**src/rtl/pipe_dest_tracker_pkg.sv**
```systemverilog
// Shared definitions for the operand-forwarding destination tracker:
// instruction result-kind codes and the default register-number width.
package pipe_dest_tracker_pkg;

    localparam int REG_AW_DEF = 5;

    // When an instruction's result becomes available to forwarding.
    typedef enum logic [1:0] {
        KIND_ALU   = 2'b00,  // ready in EXE
        KIND_LOAD  = 2'b01,  // ready in MEM once load data returns
        KIND_MULTI = 2'b10,  // ready in EXE once mul/div reports done
        KIND_NOWB  = 2'b11   // writes no register
    } kind_e;

endpackage

```
**src/rtl/pipe_dest_tracker_stage_reg.sv**
```systemverilog
// One pipeline stage register for the destination tracker.
// Holds valid, dest, kind and a completion latch; derives ready_go/allowin.
// Ports:
//   clk, reset       clock, synchronous active-high reset
//   flush            kill contents next cycle (overrides capture)
//   in_valid         upstream offers an instruction this cycle
//   in_dest, in_kind upstream instruction fields
//   done             completion event for WAIT_KIND instructions
//   next_allowin     downstream stage can accept
//   valid, dest,     stage state (dest is 0 while the stage is empty)
//   kind, done_latched
//   allowin          this stage can accept this cycle
//   advance          held instruction leaves this cycle
module pipe_dest_tracker_stage_reg
    import pipe_dest_tracker_pkg::*;
#(
    parameter int    REG_AW    = REG_AW_DEF,
    parameter kind_e WAIT_KIND = KIND_MULTI
) (
    input  logic              clk,
    input  logic              reset,
    input  logic              flush,
    input  logic              in_valid,
    input  logic [REG_AW-1:0] in_dest,
    input  kind_e             in_kind,
    input  logic              done,
    input  logic              next_allowin,
    output logic              valid,
    output logic [REG_AW-1:0] dest,
    output kind_e             kind,
    output logic              done_latched,
    output logic              allowin,
    output logic              advance
);

    logic waiting;
    logic ready_go;

    // A done pulse in the same cycle releases the stage immediately.
    assign waiting  = (kind == WAIT_KIND) && !done_latched && !done;
    assign ready_go = !waiting;
    assign allowin  = !valid || (ready_go && next_allowin);
    assign advance  = valid && ready_go && next_allowin;

    always_ff @(posedge clk) begin
        if (reset || flush) begin
            valid        <= 1'b0;
            dest         <= '0;
            kind         <= KIND_ALU;
            done_latched <= 1'b0;
        end else if (in_valid && allowin) begin
            valid        <= 1'b1;
            dest         <= in_dest;
            kind         <= in_kind;
            done_latched <= 1'b0;
        end else if (advance) begin
            valid        <= 1'b0;
            dest         <= '0;
            kind         <= KIND_ALU;
            done_latched <= 1'b0;
        end else if (valid && kind == WAIT_KIND && done) begin
            done_latched <= 1'b1;
        end
    end

endmodule

```
**src/rtl/pipe_dest_tracker.sv**
```systemverilog
// Producer side of operand forwarding: tracks dest/valid/finish through
// EXE (pipe3), MEM (pipe4), WB (pipe5) and raises id_stall on RAW against
// an unfinished producer. Optional stall counter: PIPE_STALL_CNT_EN.
// Ports:
//   clk, reset               clock, synchronous active-high reset
//   id_valid, id_dest,       ID instruction, its kind and sources
//   id_kind, id_rs, id_rt
//   multi_done, mem_data_ok  completion events for EXE mul/div, MEM load
//   flush                    kill EXE and MEM
//   exe_allowin, id_stall    ID handshake
//   pipeN_valid/finish       per-stage state for forwarding select
//   dest_exec/mem/wb         stage destinations (0 when no writer)
//   stall_cnt                id_stall cycle count (PIPE_STALL_CNT_EN)
module pipe_dest_tracker
    import pipe_dest_tracker_pkg::*;
#(
    parameter int REG_AW = REG_AW_DEF
`ifdef PIPE_STALL_CNT_EN
    ,
    parameter int CNT_W  = 32
`endif
) (
    input  logic              clk,
    input  logic              reset,
    input  logic              id_valid,
    input  logic [REG_AW-1:0] id_dest,
    input  logic [1:0]        id_kind,
    input  logic [REG_AW-1:0] id_rs,
    input  logic [REG_AW-1:0] id_rt,
    input  logic              multi_done,
    input  logic              mem_data_ok,
    input  logic              flush,
    output logic              exe_allowin,
    output logic              id_stall,
    output logic              pipe3_valid,
    output logic              pipe3_finish,
    output logic              pipe4_valid,
    output logic              pipe4_finish,
    output logic              pipe5_valid,
    output logic              pipe5_finish,
    output logic [REG_AW-1:0] dest_exec,
    output logic [REG_AW-1:0] dest_mem,
`ifdef PIPE_STALL_CNT_EN
    output logic [CNT_W-1:0]  stall_cnt,
`endif
    output logic [REG_AW-1:0] dest_wb
);

    kind_e             cap_kind;
    logic [REG_AW-1:0] cap_dest;
    kind_e             exe_kind;
    kind_e             mem_kind;
    logic              exe_latched;
    logic              mem_latched;
    logic              exe_advance;
    logic              mem_advance;
    logic              mem_allowin;
    logic              id_go;
    logic              rs_hit;
    logic              rt_hit;

    assign cap_kind = kind_e'(id_kind);
    assign cap_dest = (cap_kind == KIND_NOWB) ? '0 : id_dest;
    assign id_go    = id_valid && !id_stall;

    pipe_dest_tracker_stage_reg #(
        .REG_AW    (REG_AW),
        .WAIT_KIND (KIND_MULTI)
    ) u_exe (
        .clk          (clk),
        .reset        (reset),
        .flush        (flush),
        .in_valid     (id_go),
        .in_dest      (cap_dest),
        .in_kind      (cap_kind),
        .done         (multi_done),
        .next_allowin (mem_allowin),
        .valid        (pipe3_valid),
        .dest         (dest_exec),
        .kind         (exe_kind),
        .done_latched (exe_latched),
        .allowin      (exe_allowin),
        .advance      (exe_advance)
    );

    // WB always accepts, so MEM only waits on its own load data.
    pipe_dest_tracker_stage_reg #(
        .REG_AW    (REG_AW),
        .WAIT_KIND (KIND_LOAD)
    ) u_mem (
        .clk          (clk),
        .reset        (reset),
        .flush        (flush),
        .in_valid     (exe_advance),
        .in_dest      (dest_exec),
        .in_kind      (exe_kind),
        .done         (mem_data_ok),
        .next_allowin (1'b1),
        .valid        (pipe4_valid),
        .dest         (dest_mem),
        .kind         (mem_kind),
        .done_latched (mem_latched),
        .allowin      (mem_allowin),
        .advance      (mem_advance)
    );

    // A flushed MEM instruction must not reach WB.
    always_ff @(posedge clk) begin
        if (reset) begin
            pipe5_valid <= 1'b0;
            dest_wb     <= '0;
        end else if (mem_advance && !flush) begin
            pipe5_valid <= 1'b1;
            dest_wb     <= dest_mem;
        end else begin
            pipe5_valid <= 1'b0;
            dest_wb     <= '0;
        end
    end

    assign pipe3_finish = pipe3_valid &&
                          (exe_kind == KIND_ALU  ||
                           exe_kind == KIND_NOWB ||
                           exe_latched || multi_done);
    assign pipe4_finish = pipe4_valid &&
                          (mem_kind != KIND_LOAD ||
                           mem_latched || mem_data_ok);
    assign pipe5_finish = pipe5_valid;

    function automatic logic src_hit(
        input logic [REG_AW-1:0] src,
        input logic [REG_AW-1:0] d3,
        input logic              busy3,
        input logic [REG_AW-1:0] d4,
        input logic              busy4
    );
        return (src != '0) &&
               ((busy3 && src == d3) || (busy4 && src == d4));
    endfunction

    assign rs_hit = src_hit(id_rs,
                            dest_exec, pipe3_valid && !pipe3_finish,
                            dest_mem,  pipe4_valid && !pipe4_finish);
    assign rt_hit = src_hit(id_rt,
                            dest_exec, pipe3_valid && !pipe3_finish,
                            dest_mem,  pipe4_valid && !pipe4_finish);
    assign id_stall = id_valid && (rs_hit || rt_hit);

`ifdef PIPE_STALL_CNT_EN
    always_ff @(posedge clk) begin
        if (reset) begin
            stall_cnt <= '0;
        end else if (id_stall) begin
            stall_cnt <= stall_cnt + 1'b1;
        end
    end
`endif

endmodule

```
**config.mk**
```make
export PLATFORM = sky130hd
export DESIGN_NAME = pipe_dest_tracker
export DESIGN_NICKNAME = d
export VERILOG_FILES = /design/src/rtl/pipe_dest_tracker_pkg.sv /design/src/rtl/pipe_dest_tracker_stage_reg.sv /design/src/rtl/pipe_dest_tracker.sv
export SDC_FILE = /design/constraint.sdc
export NUM_CORES = 1
export LEC_CHECK = 0
export ABC_AREA = 1
export BUFFER_PORTS_ARGS = -buffer_cell sky130_fd_sc_hd__buf_2
export CELL_PAD_IN_SITES_DETAIL_PLACEMENT = 2
export CELL_PAD_IN_SITES_GLOBAL_PLACEMENT = 2
export CORE_MARGIN = 2
export CORE_UTILIZATION = 23
export CTS_CLUSTER_DIAMETER = 30
export DETAILED_ROUTE_END_ITERATION = 10
export PLACE_DENSITY = 0.74
export REMOVE_ABC_BUFFERS = 1
export SKIP_LAST_GASP = 1
export SYNTH_ARGS = -nofsm -noshare
export SYNTH_HDL_FRONTEND = slang
export SYNTH_SLANG_ARGS = --single-unit
```
**constraint.sdc**
```tcl
create_clock -name clk -period 1.5 [get_ports clk]
set_clock_uncertainty 0.05 [all_clocks]
set_input_delay 0 -clock clk [delete_from_list [all_inputs] [get_ports clk]]
set_output_delay 0 -clock clk [all_outputs]
set_load 0.05 [all_outputs]
```
# Word-level counts from Yosys, hierarchy flattened
# Index checks and enable logic that the tools add are counted.
[totals]
word_cells = 92
register_bits = 24
[classes]
n_reduce_logical = 58
n_mux = 14
n_bitwise = 1
n_eq_ne = 9
[op_table]
columns = ["cell", "count"]
rows = [
  ["$logic_and A1 B1 Y1", 27],
  ["$mux W5", 5],
  ["$eq A5 B5 Y1", 4],
  ["$logic_not A1 Y1", 12],
  ["$logic_or A1 B1 Y1", 11],
  ["$reduce_bool A5 Y1", 2],
  ["$mux W2", 4],
  ["$eq A2 B2 Y1 const B", 3],
  ["$reduce_or A3 Y1", 2],
  ["$mux W1", 5],
  ["$reduce_bool A2 Y1", 2],
  ["$eq A2 B1 Y1 const B", 1],
  ["$logic_not A2 Y1", 1],
  ["$ne A2 B1 Y1 const B", 1],
  ["$reduce_or A2 Y1", 1],
  ["$not A1 Y1", 1],
]

# Longest topological paths before layout
[logic_depth]
word_depth = 16
ltp_mapped = 12

# By module
# From an unflattened synthesis, not the netlist that was laid out.
[hier_totals]
cells_unflattened = 217
area_unflattened_um2 = 1455.1
[by_module_without_submodules]
columns = ["mod", "cells_per_inst", "area_per_inst_um2", "instances"]
rows = [
  ["pipe_dest_tracker_stage_reg", 47, 405.4, 2],
  ["pipe_dest_tracker", 123, 644.4, 1],
]

# Worst setup path after synthesis
# OpenSTA, ideal clock, no wires.
[synth_path]
kind = "register -> output"
start = "register u_mem.dest[4]"
end = "output id_stall"
slack_ps = -615
t_arrival_ps = 2065
path_stages_with_launch = 8
path_buffers = 0
cell_sequence = "dfxtp_1 -> inv_1 -> nand2_1 -> nand2_1 -> nor3_1 -> a22o_1 -> nand2_1 -> a21oi_1"
[synth_between]
elab_chain_cells = 6
[synth_rtl]
columns = ["element", "line_no", "rtl"]
rows = [
  ["from (decl)", "pipe_dest_tracker_stage_reg.sv:29", "output logic [REG_AW-1:0] dest,"],
  ["from (signal assigned)", "pipe_dest_tracker_stage_reg.sv:53", "dest <= in_dest;"],
  ["$eq A5 B5 Y1", "pipe_dest_tracker.sv:138", "((busy3 && src == d3) || (busy4 && src == d4));"],
  ["$logic_and A1 B1 Y1", "pipe_dest_tracker.sv:138", ""],
  ["$logic_or A1 B1 Y1", "pipe_dest_tracker.sv:138", ""],
  ["$logic_and A1 B1 Y1", "pipe_dest_tracker.sv:137", "return (src != '0) &&"],
  ["$logic_or A1 B1 Y1 *", "pipe_dest_tracker.sv:147", "assign id_stall = id_valid && (rs_hit || rt_hit);"],
  ["$logic_and A1 B1 Y1 *", "pipe_dest_tracker.sv:147", ""],
  ["to (decl)", "pipe_dest_tracker.sv:34", "output logic id_stall,"],
]
# Every way passes the cells marked *; elsewhere a longest branch is shown, timed or not.

# Final worst setup path
[layout_path]
start = "register u_exe.kind[0]"
end = "output id_stall"
[layout_between]
elab_chain_cells = 12
[layout_rtl]
columns = ["element", "line_no", "rtl"]
rows = [
  ["from (decl)", "pipe_dest_tracker_stage_reg.sv:30", "output kind_e kind,"],
  ["from (signal assigned)", "pipe_dest_tracker_stage_reg.sv:54", "kind <= in_kind;"],
  ["$eq A2 B2 Y1 / $logic_not A2 Y1 (equally long branches)", "pipe_dest_tracker.sv:123, pipe_dest_tracker.sv:122", ""],
  ["$logic_or A1 B1 Y1 *", "pipe_dest_tracker.sv:122", "(exe_kind == KIND_ALU ||"],
  ["$logic_or A1 B1 Y1 *", "pipe_dest_tracker.sv:123", "exe_kind == KIND_NOWB ||"],
  ["$logic_or A1 B1 Y1 *", "pipe_dest_tracker.sv:124", "exe_latched || multi_done);"],
  ["$logic_and A1 B1 Y1 *", "pipe_dest_tracker.sv:121", "assign pipe3_finish = pipe3_valid &&"],
  ["$logic_not A1 Y1 *", "pipe_dest_tracker.sv:142, pipe_dest_tracker.sv:145", ""],
  ["$logic_and A1 B1 Y1 *", "pipe_dest_tracker.sv:142, pipe_dest_tracker.sv:145", ""],
  ["$logic_and A1 B1 Y1", "pipe_dest_tracker.sv:138", ""],
  ["$logic_or A1 B1 Y1", "pipe_dest_tracker.sv:138", ""],
  ["$logic_and A1 B1 Y1", "pipe_dest_tracker.sv:137", ""],
  ["$logic_or A1 B1 Y1 *", "pipe_dest_tracker.sv:147", ""],
  ["$logic_and A1 B1 Y1 *", "pipe_dest_tracker.sv:147", ""],
]
# Marks and branches as above.

==> flow_summary_export.csv <==
group,metric,value,unit
clocking,clkLatencyLatePin,0.29,ns
layout,finish.instance_area,0.002391,mm²
sta,layout_worst_path_cycle_share,128.7,%
sta,relSlewSlack,59.48,%
worst_setup_path,worst_ep_arrival_time,1.88,ns
clocking,numCtsBuffers,3,
sta,clock.fmax,518.1,MHz
worst_setup_path,worstSetupPathType,"register to output port",
global_routing,grt_first_pass_wirelength,10.11,mm
logic_synthesis,synthesis.instances,216,
pwr,switchingPower,0.0004700,W
worst_hold_path,worst_hold_path.endpoint,"u_exe.dest[2]",
pwr,p_int,0.001122,W
pwr,power.clock.fraction,39.0,%
layout,layout.cells.most_common,"nand2_1",
floorplanning,floorplan.die.height,81.74,µm
clocking,h-tree-depth,1,
routing,antenna_left,0,
pwr,vdd_drop_max,305.6,µV
clocking,cts_buffer_depth,2,
pwr,seq_power_share,41.1,%
place,placed_cell_area,0.001953,mm²
global_routing,grt_max_degree,15,
worst_setup_path,worst_setup_path_end_kind,"output port",
layout,final_layout_size_suffix_gt1_share,45.54,%
place,weighted_congestion_at_the_end_of_routability_driven_global_placement,0.8190,
layout,leading_cell_types_in_the_layout_fill_and_taps_excluded,"52 x nand2_1, 43 x buf_4, 42 x buf_2",
sta,fin_crit,1.930,ns
logic_synthesis,yosys_warnings,0,
pwr,power.leakage,1.151,nW
global_routing,first_global_vias,2023,
clocking,clk_pin_slew,0.10,ns
worst_setup_path,path_max_fanout,3,
routing,viasPerCell,4.812,
worst_hold_path,worstHoldStart,"id_dest[2]",
floorplanning,num_rows,28,
pwr,pwr_density_cell,665.7,mW/mm²
run_status,run_status,"finished with violations",
routing,wl_met2,3.585,mm
sta,fin_setup_tns,-3.773,ns
routing,drcViolationCount,0,
worst_setup_path,worstRegToRegCells,12,
sta,grt_setup_unrepaired,"yes",
routing,routedLengthMet1,2.971,mm
routing,drt-initial-drc-count,67,
clocking,tritoncts,"done",
worst_setup_path,critical_path.reg2reg.endpoint,"u_exe.kind[0]",
sta,final_critical_path_setup_slack,-0.4301,ns
global_routing,antenna_found_initial,0,
clocking,cts.sinks,24,
place,port-buffer-count,45,
floorplanning,fp.dieW,81.74,µm
layout,nNetsFinal,339,
worst_hold_path,min-delay-path-class,"input port to register",
routing,drt-wirelength-per-cell,17.70,µm
floorplanning,ios,46,
worst_hold_path,timing.hold.worst_path_depth,5,
logic_synthesis,syn_area,0.001390,mm²
worst_setup_path,startpoint_type_of_the_worst_setup_path,"register",
floorplanning,initial_core_util,23.62,%
routing,route.top_layer_used,"met4",
layout,n_antenna_cell,0,
pwr,p_total,0.001592,W
place,dpl.hpwl,4.424,mm
global_routing,globalRouteTotalUtil,20.36,%
pwr,fraction_of_power_spent_switching_nets,29.52,%
job,maxCapViolCount,0,
sta,final_count_of_hold_timing_violations,0,
floorplanning,core_region_area,0.005886,mm²
routing,met3RoutedLength,191,µm
logic_synthesis,yosysSeqAreaShare,34.56,%
sta,timing.final.max_slew_violations,0,
logic_synthesis,synth.avg_cell_area,6.436,µm²
worst_setup_path,reg2reg_setup_slack,-0.42,ns
sta,timing.final.setup_violations,11,
worst_setup_path,r2r-start,"u_exe.kind[0]",
layout,fin_util,40.63,%
layout,area_delta_synth_final,72.01,%
clocking,root_buffer,"clkbuf_8",
logic_synthesis,synth_seq_cells,24,
floorplanning,dieArea,0.006681,mm²
sta,worst_slew_pin_slew,0.6072,ns
routing,routed-via-count,1872,
global_routing,total_congestion_overflow,0,
pwr,combPwrFrac,19.9,%
run_status,violations_in_the_final_reports,"negative setup slack",
sta,fin_hold_ws,0.04116,ns
logic_synthesis,post_synth_cell_types,23,
routing,first_pass_iters,4,
routing,drt-total-wl,6.887,mm
worst_setup_path,worstPathRequired,1.45,ns
-- per-layer routing --
metal  up-vias  global-route usage [%]
met1       925                   24.92
met2        41                   36.34
met5         -                       0
met3        13                   2.747
met4         0                   7.000
li1        893                       -
-- synthesized netlist by cell type, drive strengths merged --
cell,number,area [µm²]
nand2,59,239.0
inv,34,127.6
nor2,31,126.4
dfxtp,24,480.5
nand3,21,122.6
a21oi,11,55.05
nor3,10,50.05
nand4,6,37.54
xor2,5,43.79
o22ai,3,18.77
a22o,2,17.52
a31oi,2,12.51
buf,2,15.01
o21ai,2,10.01
o32ai,2,17.52
clkbuf,1,3.750
ha,1,12.51
-- worst max-delay path, stage by stage, from the launching register on --
cell and delay (ns):
dfxtp_2 0.35, inv_2 0.06, ha_4 0.22, inv_4 0.07, nand3_4 0.11, nor3_2 0.14
a22o_1 0.20, nand2_1 0.09, a21oi_2 0.18, buf_6 0.18
-- power groups by stage --
stage | combinational [W] | clock [W] | sequential (W)
5_1_grt | 0.000341 | 0.000655 | 0.000656
3_3_place_gp | 0.000239 | 0 | 0.000667
6_report | 0.000316 | 0.000621 | 0.000654
2_1_floorplan | 0.000107 | 0 | 0.000686
4_1_cts | 0.000284 | 0.000618 | 0.000654
3_5_place_dp | 0.000246 | 0 | 0.000667
-- layout make-up --
cell class,count,area [µm²]
Clock buffer,3,41.29
Clock inverter,1,30.03
Fill cell,705,3495
Inverter,34,130.1
Multi-Input combinational cell,156,957.2
Sequential cell,24,488.0
Tap cell,75,93.84
Timing Repair Buffer,96,650.6
-- worst max-delay path by stage --
stage	endpoint	slack, ns	from	cells after the start
after floorplan	id_stall	-0.62	u_mem.dest[4]	7
after global placement	id_stall	-0.32	u_exe.kind[0]	9
after detailed placement	u_exe.kind[0]	-0.36	u_exe.kind[0]	11
after CTS	id_stall	-0.36	u_exe.kind[0]	9
after global routing	id_stall	-0.50	u_exe.kind[0]	9
final	id_stall	-0.43	u_exe.kind[0]	9
-- state kept, by name, indices dropped and copies added, names as in the netlist --
| name | flops |
|---|---|
| dest_wb | 5 |
| pipe5_finish | 1 |
| u_exe.dest | 5 |
| u_exe.done_latched | 1 |
| u_exe.kind | 2 |
| u_exe.valid | 1 |
| u_mem.dest | 5 |
| u_mem.done_latched | 1 |
| u_mem.kind | 2 |
| u_mem.valid | 1 |
-- cell families after synthesis --
kind of cell	after synthesis	share of synthesized area (%)
AOI/OAI and AO/OA	22	9.451
xor gates and xnor gates	5	3.150
buffers and inverters	37	10.53
adders and majority gates	1	0.8999
and+or+nand+nor	127	41.40
DFF	24	34.56
-- per-stage QoR --
step                      worst slack [ns]  std cells
after floorplan                    -0.6154        213
after global routing               -0.4989        389
after detailed placement           -0.3578        368
after CTS                          -0.3575        387
final                              -0.4301        389
after global placement             -0.3206        368
-- repair_timing --
item / in CTS / in global routing
cloned: 1 / 0
hold buffers: 5 / 0
pin swaps: 10 / 8
endpoints found under the hold margin: 5 / 0
gates resized for setup: 37 / 21
setup endpoints to repair: 19 / 16
setup buffers: 9 / 2
Note: power is estimated with default switching activity, not from simulation.
